<file path="src/rtl/sub_bytes_engine.sv">
// AES SubBytes/InvSubBytes engine: LANES bytes per cycle, result 16/LANES cycles after accept, held in DONE until out_ready.
// SUB_BYTES_FWD_EN adds the forward ROM and per-block inv_mode; without it the build is inverse-only.
module sub_bytes_engine #(
  parameter int LANES = 4
) (
  input  logic         clk,
  input  logic         n_rst,
  input  logic         in_valid,
  output logic         in_ready,
  input  logic         inv_mode,
  input  logic [127:0] data_in,
  output logic         out_valid,
  input  logic         out_ready,
  output logic [127:0] data_out
);

  localparam int NPASS = (LANES > 0) ? 16 / LANES : 1;
  localparam int IW    = (NPASS > 1) ? $clog2(NPASS) : 1;
  localparam logic [IW-1:0] LAST = IW'(NPASS - 1);

  if (!(LANES == 1 || LANES == 2 || LANES == 4 || LANES == 8 || LANES == 16)) begin : g_bad_lanes
    $error("sub_bytes_engine: LANES must be 1, 2, 4, 8 or 16");
  end

  localparam logic [2047:0] SBOX_INV = {
    128'h52096ad53036a538bf40a39e81f3d7fb, 128'h7ce339829b2fff87348e4344c4dee9cb,
    128'h547b9432a6c2233dee4c950b42fac34e, 128'h082ea16628d924b2765ba2496d8bd125,
    128'h72f8f66486689816d4a45ccc5d65b692, 128'h6c704850fdedb9da5e154657a78d9d84,
    128'h90d8ab008cbcd30af7e45805b8b34506, 128'hd02c1e8fca3f0f02c1afbd0301138a6b,
    128'h3a9111414f67dcea97f2cfcef0b4e673, 128'h96ac7422e7ad3585e2f937e81c75df6e,
    128'h47f11a711d29c5896fb7620eaa18be1b, 128'hfc563e4bc6d279209adbc0fe78cd5af4,
    128'h1fdda8338807c731b11210592780ec5f, 128'h60517fa919b54a0d2de57a9f93c99cef,
    128'ha0e03b4dae2af5b0c8ebbb3c83539961, 128'h172b047eba77d626e169146355210c7d
  };

  function automatic logic [7:0] sbox_inv(input logic [7:0] b);
    return SBOX_INV[2047 - 8 * int'(b) -: 8];
  endfunction

`ifdef SUB_BYTES_FWD_EN
  localparam logic [2047:0] SBOX_FWD = {
    128'h637c777bf26b6fc53001672bfed7ab76, 128'hca82c97dfa5947f0add4a2af9ca472c0,
    128'hb7fd9326363ff7cc34a5e5f171d83115, 128'h04c723c31896059a071280e2eb27b275,
    128'h09832c1a1b6e5aa0523bd6b329e32f84, 128'h53d100ed20fcb15b6acbbe394a4c58cf,
    128'hd0efaafb434d338545f9027f503c9fa8, 128'h51a3408f929d38f5bcb6da2110fff3d2,
    128'hcd0c13ec5f974417c4a77e3d645d1973, 128'h60814fdc222a908846eeb814de5e0bdb,
    128'he0323a0a4906245cc2d3ac629195e479, 128'he7c8376d8dd54ea96c56f4ea657aae08,
    128'hba78252e1ca6b4c6e8dd741f4bbd8b8a, 128'h703eb5664803f60e613557b986c11d9e,
    128'he1f8981169d98e949b1e87e9ce5528df, 128'h8ca1890dbfe6426841992d0fb054bb16
  };

  function automatic logic [7:0] sbox_fwd(input logic [7:0] b);
    return SBOX_FWD[2047 - 8 * int'(b) -: 8];
  endfunction

  logic mode_q, mode_d;
`else
  logic unused_inv_mode;
  assign unused_inv_mode = inv_mode;
`endif

  typedef enum logic [1:0] {IDLE, BUSY, DONE} state_e;

  state_e         state_q, state_d;
  logic [127:0]   work_q, work_d;
  logic [IW-1:0]  idx_q, idx_d;

  always_comb begin
    int k;
    k       = 0;
    state_d = state_q;
    work_d  = work_q;
    idx_d   = idx_q;
`ifdef SUB_BYTES_FWD_EN
    mode_d  = mode_q;
`endif
    unique case (state_q)
      IDLE: begin
        if (in_valid) begin
          work_d  = data_in;
          idx_d   = '0;
`ifdef SUB_BYTES_FWD_EN
          mode_d  = inv_mode;
`endif
          state_d = BUSY;
        end
      end
      BUSY: begin
        // Lane l of pass idx owns byte idx*LANES+l, byte 0 being the MSB byte.
        for (int l = 0; l < LANES; l++) begin
          k = int'(idx_q) * LANES + l;
`ifdef SUB_BYTES_FWD_EN
          work_d[127 - 8*k -: 8] = mode_q ? sbox_inv(work_q[127 - 8*k -: 8])
                                          : sbox_fwd(work_q[127 - 8*k -: 8]);
`else
          work_d[127 - 8*k -: 8] = sbox_inv(work_q[127 - 8*k -: 8]);
`endif
        end
        if (idx_q == LAST) begin
          idx_d   = '0;
          state_d = DONE;
        end else begin
          idx_d   = idx_q + 1'b1;
        end
      end
      DONE: begin
        if (out_ready) state_d = IDLE;
      end
      default: state_d = IDLE;
    endcase
  end

  always_ff @(posedge clk or negedge n_rst) begin
    if (!n_rst) begin
      state_q <= IDLE;
      work_q  <= '0;
      idx_q   <= '0;
`ifdef SUB_BYTES_FWD_EN
      mode_q  <= 1'b0;
`endif
    end else begin
      state_q <= state_d;
      work_q  <= work_d;
      idx_q   <= idx_d;
`ifdef SUB_BYTES_FWD_EN
      mode_q  <= mode_d;
`endif
    end
  end

  assign in_ready  = (state_q == IDLE);
  assign out_valid = (state_q == DONE);
  assign data_out  = work_q;

endmodule

</file>
<file path="config.mk">
export PLATFORM = sky130hd
export DESIGN_NAME = sub_bytes_engine
export DESIGN_NICKNAME = d
export VERILOG_FILES = /design/src/rtl/sub_bytes_engine.sv
export SDC_FILE = /design/constraint.sdc
export NUM_CORES = 1
export LEC_CHECK = 0
export CORE_ASPECT_RATIO = 1.5
export CORE_MARGIN = 10
export CORE_UTILIZATION = 25
export DETAILED_ROUTE_END_ITERATION = 10
export PLACE_DENSITY = 0.4
export REMOVE_ABC_BUFFERS = 1
export SYNTH_ARGS = -nofsm -noshare
export SYNTH_HDL_FRONTEND = slang
export SYNTH_SLANG_ARGS = --single-unit
</file>
<file path="constraint.sdc">
create_clock -name clk -period 4.3 [get_ports clk]
set_input_delay 0.645 -clock clk [delete_from_list [all_inputs] [get_ports clk]]
set_output_delay 0.645 -clock clk [all_outputs]
set_load 0.01 [all_outputs]
</file>
Word level (Yosys, flattened, before mapping)
Cells that the tools add are included.
{"block": "classes", "addsub": 16, "n_eq_ne": 6, "shifts": 16, "mux": 13, "reduce_logical": 4}
{"op": "$shiftx 2055x12->8 const A", "count": 4}
{"op": "$shift 8x33->135 const A", "count": 4}
{"op": "$shiftx 8x33->135", "count": 4}
{"op": "$bwmux 128", "count": 4}
{"op": "$shiftx 135x9->8", "count": 3}
{"op": "$pmux 128 s2", "count": 1}
{"op": "$shiftx 135x8->8", "count": 1}
{"op": "$mux 128", "count": 1}
{"op": "$neg 9->33", "count": 3}
{"op": "$sub 11x11->12 const A", "count": 4}
{"op": "$neg 8->33", "count": 1}
{"op": "$sub 7x8->9 const A", "count": 3}
{"op": "$add 4x2->5 const B", "count": 2}
{"op": "$mux 2", "count": 5}
{"op": "$sub 7x7->8 const A", "count": 1}
{"op": "$pmux 2 s3", "count": 1}
{"op": "$add 4x1->5 const B", "count": 1}
{"op": "$eq 2x2->1 const B", "count": 2}
{"op": "$ne 2x2->1 const B", "count": 2}
{"op": "$pmux 2 s2", "count": 1}
{"op": "$reduce_and 3->1", "count": 1}
{"op": "$add 2x1->2 const B", "count": 1}
{"op": "$eq 2x1->1 const B", "count": 1}
{"op": "$logic_not 2->1", "count": 1}
{"op": "other kinds (3)", "count": 3}
{"block": "totals", "reg_bits": 132, "inputBits": 133, "out_inout_bits": 130, "wordCells": 58}

Depth between registers and ports, before layout
{"block": "logic_depth", "depth_word": 10, "depth_mapped": 17, "depth_no_buf": 11}

Least setup slack after synthesis
OpenSTA, ideal clock, no wires.
{"block": "synth_path", "path_type": "register to register", "from": "register idx_q[0]", "to": "register work_q[102] (netlist: data_out[102])", "setup_ns": 0.135, "t_arrival_ns": 3.750, "required_time_ns": 4.165, "path_slack_ns": 0.415, "path_stages_with_launch": 17, "n_path_buf": 6, "synth_period_minus_slack_ns": 3.885, "path_cell_list": "dfrtp_1 > buf_6 > buf_8 > mux4_2 > buf_2 > buf_1 > inv_1 > ha_1 > clkbuf_1 > and2_0 > clkbuf_1 > nor2_1 > a21oi_1 > o31ai_1 > a311o_1 > a311oi_2 > o22ai_1"}
{"block": "synth_between", "elab_chain_len": 10, "word_cells_on_any_way": 36, "classes_between": "add/sub (15); shift (16); mux (5)"}
{"item": "start: declaration", "line": "66", "text": "logic [IW-1:0] idx_q, idx_d;"}
{"item": "start signal: assignment", "line": "124", "text": "idx_q <= idx_d;"}
{"item": "$add 4x1->5 / $sub 7x7->8 (equally long branches)", "line": "91, 96"}
{"item": "$sub 7x8->9 / $shiftx 135x8->8 (equally long branches)", "line": "96", "text": "work_d[127 - 8*k -: 8] = sbox_inv(work_q[127 - 8*k -: 8]);"}
{"item": "$shiftx 135x9->8 / $sub 11x11->12 (equally long branches)", "line": "96, 37"}
{"item": "$sub 11x11->12 / $shiftx 2055x12->8 (equally long branches)", "line": "37", "text": "return SBOX_INV[2047 - 8 * int'(b) -: 8];"}
{"item": "$shiftx 2055x12->8 / $shiftx 8x33->135 (equally long branches)", "line": "37, 96"}
{"item": "$shiftx 8x33->135 / $bwmux 128 (equally long branches)", "line": "96"}
{"item": "$bwmux 128 (2 in series)", "line": "96"}
{"item": "$bwmux 128 (*)", "line": "96"}
{"item": "$pmux 128 s2 (*)", "line": "77", "text": "unique case (state_q)"}
{"item": "end signal: assignment", "line": "123", "text": "work_q <= work_d;"}
{"item": "end: declaration", "line": "65", "text": "logic [127:0] work_q, work_d;"}
Every way passes the cells marked *; elsewhere a longest branch is shown, timed or not.
A chain may end at the register's enable or synchronous reset.

Worst setup path in the final report
{"block": "layout_path", "from": "register idx_q[0]", "to": "register work_q[15] (netlist: data_out[15])"}
The elaborated chain is that of the path after synthesis.

==> results by group <==
Cells and area
  • Core Util, Final: 0.3265
  • Final net count: 3402
  • Layout cells sized above 1: 0.1595
  • Synth-to-layout area growth: 29.78%

Min path
  • Hold Path Class: in -> async

Setup path
  • RR Endpoint: data_out[15]
  • Flop-to-flop setup slack: 0.13 ns
  • Launching point of the worst reg2reg path: idx_q[0]
  • Worst path slowest cell: dfrtp_4
  • Worst-case reg-to-reg path depth: 10
  • Worst Path Arrival: 4.58 ns
  • Critical path type: reg -> reg
  • Critical path peak fanout: 20
  • Crit path to: data_out[15]
  • Required time of the critical path: 4.71 ns
  • CP cell instances: buf_4 -> mux4_2 -> buf_4 -> xor2_1 -> buf_4 -> a221oi_1 -> o21ai_0 -> o311ai_0 -> o211ai_2 -> o22ai_1
  • Critical Path Most Common Cell: buf_4
  • Worst path max stage delay: 0.79 ns
  • Critical Path Source Type: flip-flop
  • Crit path from: idx_q[0]
  • Crit end category: flip-flop

GRT
  • Vias in the first global route: 26980
  • Antenna violations before repair: 13
  • Largest net degree at the start of global routing: 80
  • Tot GR Track Use: 0.3014
  • Total congestion overflow: 0
  • First-pass GRT wire length: 206.3 mm

Die
  • Full die area: 93610 µm²
  • Die H: 369.7 µm
  • IO Pins: 263
  • Die W: 253.2 µm
  • CORE AREA: 81040 µm²
  • Initial Util: 0.2516
  • Rows: 128

Clock tree
  • Clock root cell: clkbuf_16
  • Sink Count: 132
  • Worst-path clk slew: 0.07 ns
  • Longest Clk Path Bufs: 2
  • Post-CTS setup buffers: 0
  • Cts bufs inserted: 17
  • # H-tree levels: 4
  • TritonCTS clock tree: done
  • Later-pin clock latency in the skew report: 0.52 ns

Synthesis
  • Synth warn: 0
  • Mapped Cells: 2868
  • Netlist Area Pre-Place: 20390 µm²
  • Post-synth EDFFs: 0
  • Post-synth top area share: 0.1620
  • Post-synthesis sequential area ratio: 0.1620
  • Post-synth top cells: nor2_1 (316), a21oi_1 (277), nand2_1 (254)
  • Area contributors post-synth: dfrtp_1 (16%), a21oi_1 (6.8%), nor2_1 (5.8%)
  • Top-count cell post-synth: nor2_1
  • Asr flop ratio synth: 1.000
  • Synth unique cells: 104
  • Yosys top cell by area: dfrtp_1
  • Ys flop type: dfrtp_1
  • Synth Area per Inst: 7.108 µm²
  • Post-synthesis register bit count: 132

Timing
  • Slew HR: 0.2171
  • Setup ws final: 0.1285 ns
  • Post-layout min period: 4.172 ns
  • Worst-margin pin slew: 1.174 ns
  • Layout Skew: 0.01831 ns
  • Final-report hold violation count: 0
  • RSZ-0062 raised after global routing: false
  • Final period utilization: 0.9701
  • FMAX: 239.7 MHz
  • Final Setup Violations: 0
  • Max-slew violation count: 0

Run
  • Max-cap violations: 0

Route
  • # DRC: 0
  • Final Routed Wirelength: 146.4 mm
  • DR WL/cell: 34.49 µm
  • Initial drt markers: 3887
  • DR pass1 iterations: 9
  • Via count: 27850
  • Avg Vias per Cell: 6.560
  • Final ANT Viol Nets: 0

Run status
  • Status: finished clean

Placement
  • Port buffer count: 261
  • DP Wirelength: 110.5 mm
  • GPL Wtd Cong: 1.021
  • Post-place setup slack: 0.07840 ns
==> worst min path at each step <==
| stage | start | cells past startpoint | slack (ns) | to |
|---|---|---|---|---|
| final | n_rst | 1 | 0.15 | data_out[21] |
| after global routing | n_rst | 1 | 0.22 | data_out[21] |
| after CTS | n_rst | 1 | 0.20 | data_out[21] |
| after detailed placement | data_out[66] | 2 | 0.52 | data_out[66] |
| after global placement | data_out[66] | 2 | 0.50 | data_out[66] |
| after floorplan | n_rst | 0 | 0.35 | data_out[0] |
==> cells by family (layout without fill, tap and decap cells) <==
| family | after synthesis | after routing | synth area share |
|---|---|---|---|
| buffers and inverters | 351 | 681 | 0.08341 |
| other | 0 | 8 | 0 |
| and+or+nand+nor | 1014 | 1014 | 0.2342 |
| xor gates and xnor gates | 12 | 12 | 0.005891 |
| DFF | 132 | 132 | 0.1620 |
| adders and majority gates | 84 | 84 | 0.05155 |
| AOI/OAI and AO/OA | 1159 | 1159 | 0.3887 |
| muxes | 116 | 116 | 0.07426 |
==> through the flow <==
step                      std cells  TNS [ns]  hold slack (ns)  cell area (µm²)
after floorplan                2546   -205.97           0.3494            18800
after global placement         4206         0           0.4997            25860
after detailed placement       4206         0           0.5213            25860
after CTS                      4238         0           0.2000            26430
after global routing           4245         0           0.2209            26460
final                          4246         0           0.1514            26460
==> placed cells by master (no fill, tap or decap), types with 16 or more instances in the layout <==
cell	count
o211ai_1	58
a2111oi_0	16
o22ai_1	131
buf_12	28
buf_4	331
a211oi_1	58
mux2i_1	57
nor2_1	316
clkdlybuf4s50_1	260
nor4_1	20
nand2b_1	60
dfrtp_1	130
o31ai_1	32
a221oi_1	33
o221ai_1	32
inv_1	23
a221o_1	35
a21oi_1	273
nand2_1	253
and3_1	47
o21ai_0	160
nor2b_1	37
a311oi_1	42
nand3_1	98
mux4_2	22
o311ai_0	38
a31oi_1	66
nor3_1	65
and2_1	28
ha_1	84
mux2_2	27
clkbuf_16	17
==> flip-flops by register name, indices dropped and copies added, names as in the netlist <==
| name | flops |
|---|---|
| idx_q | 2 |
| data_out | 128 |
| state_q | 2 |
==> repair_timing <==
item	CTS	global route
endpoints found under the setup margin	0	10
gates resized for setup	0	3
hold buffers	0	0
==> final cells by class <==
| cell class | instances | area [µm²] |
|---|---|---|
| fillers | 8710 | 54580 |
| multi-input cells | 2385 | 15490 |
| repair buffers | 620 | 5659 |
| flip-flops and latches | 132 | 3311 |
| well taps | 1040 | 1301 |
| clock buffers | 18 | 429.2 |
| clock inverters | 14 | 138.9 |
| inverters | 29 | 108.9 |
| diodes | 8 | 20.02 |
==> worst max-delay path: cells and delay by family, from the launching register on <==
kind / cells / cell delay (ns)
xor gates and xnor gates: 1 / 0.21
AOI/OAI and AO/OA: 5 / 1.53
muxes: 1 / 0.74
DFF: 1 / 0.79
buffers and inverters: 3 / 0.80
==> routing by layer <==
| metal | vias to the layer above | track usage | share of wire |
|---|---|---|---|
| li1 | 11690 | - | - |
| met1 | 13540 | 0.3269 | 0.35 |
| met2 | 2045 | 0.5264 | 0.49 |
| met3 | 567 | 0.04744 | 0.078 |
| met4 | 4 | 0.2172 | 0.081 |
| met5 | - | 0 | 0.00018 |
Power is not shown: default switching activity piles up to over one toggle a cycle in this logic, so the estimate is an artifact.
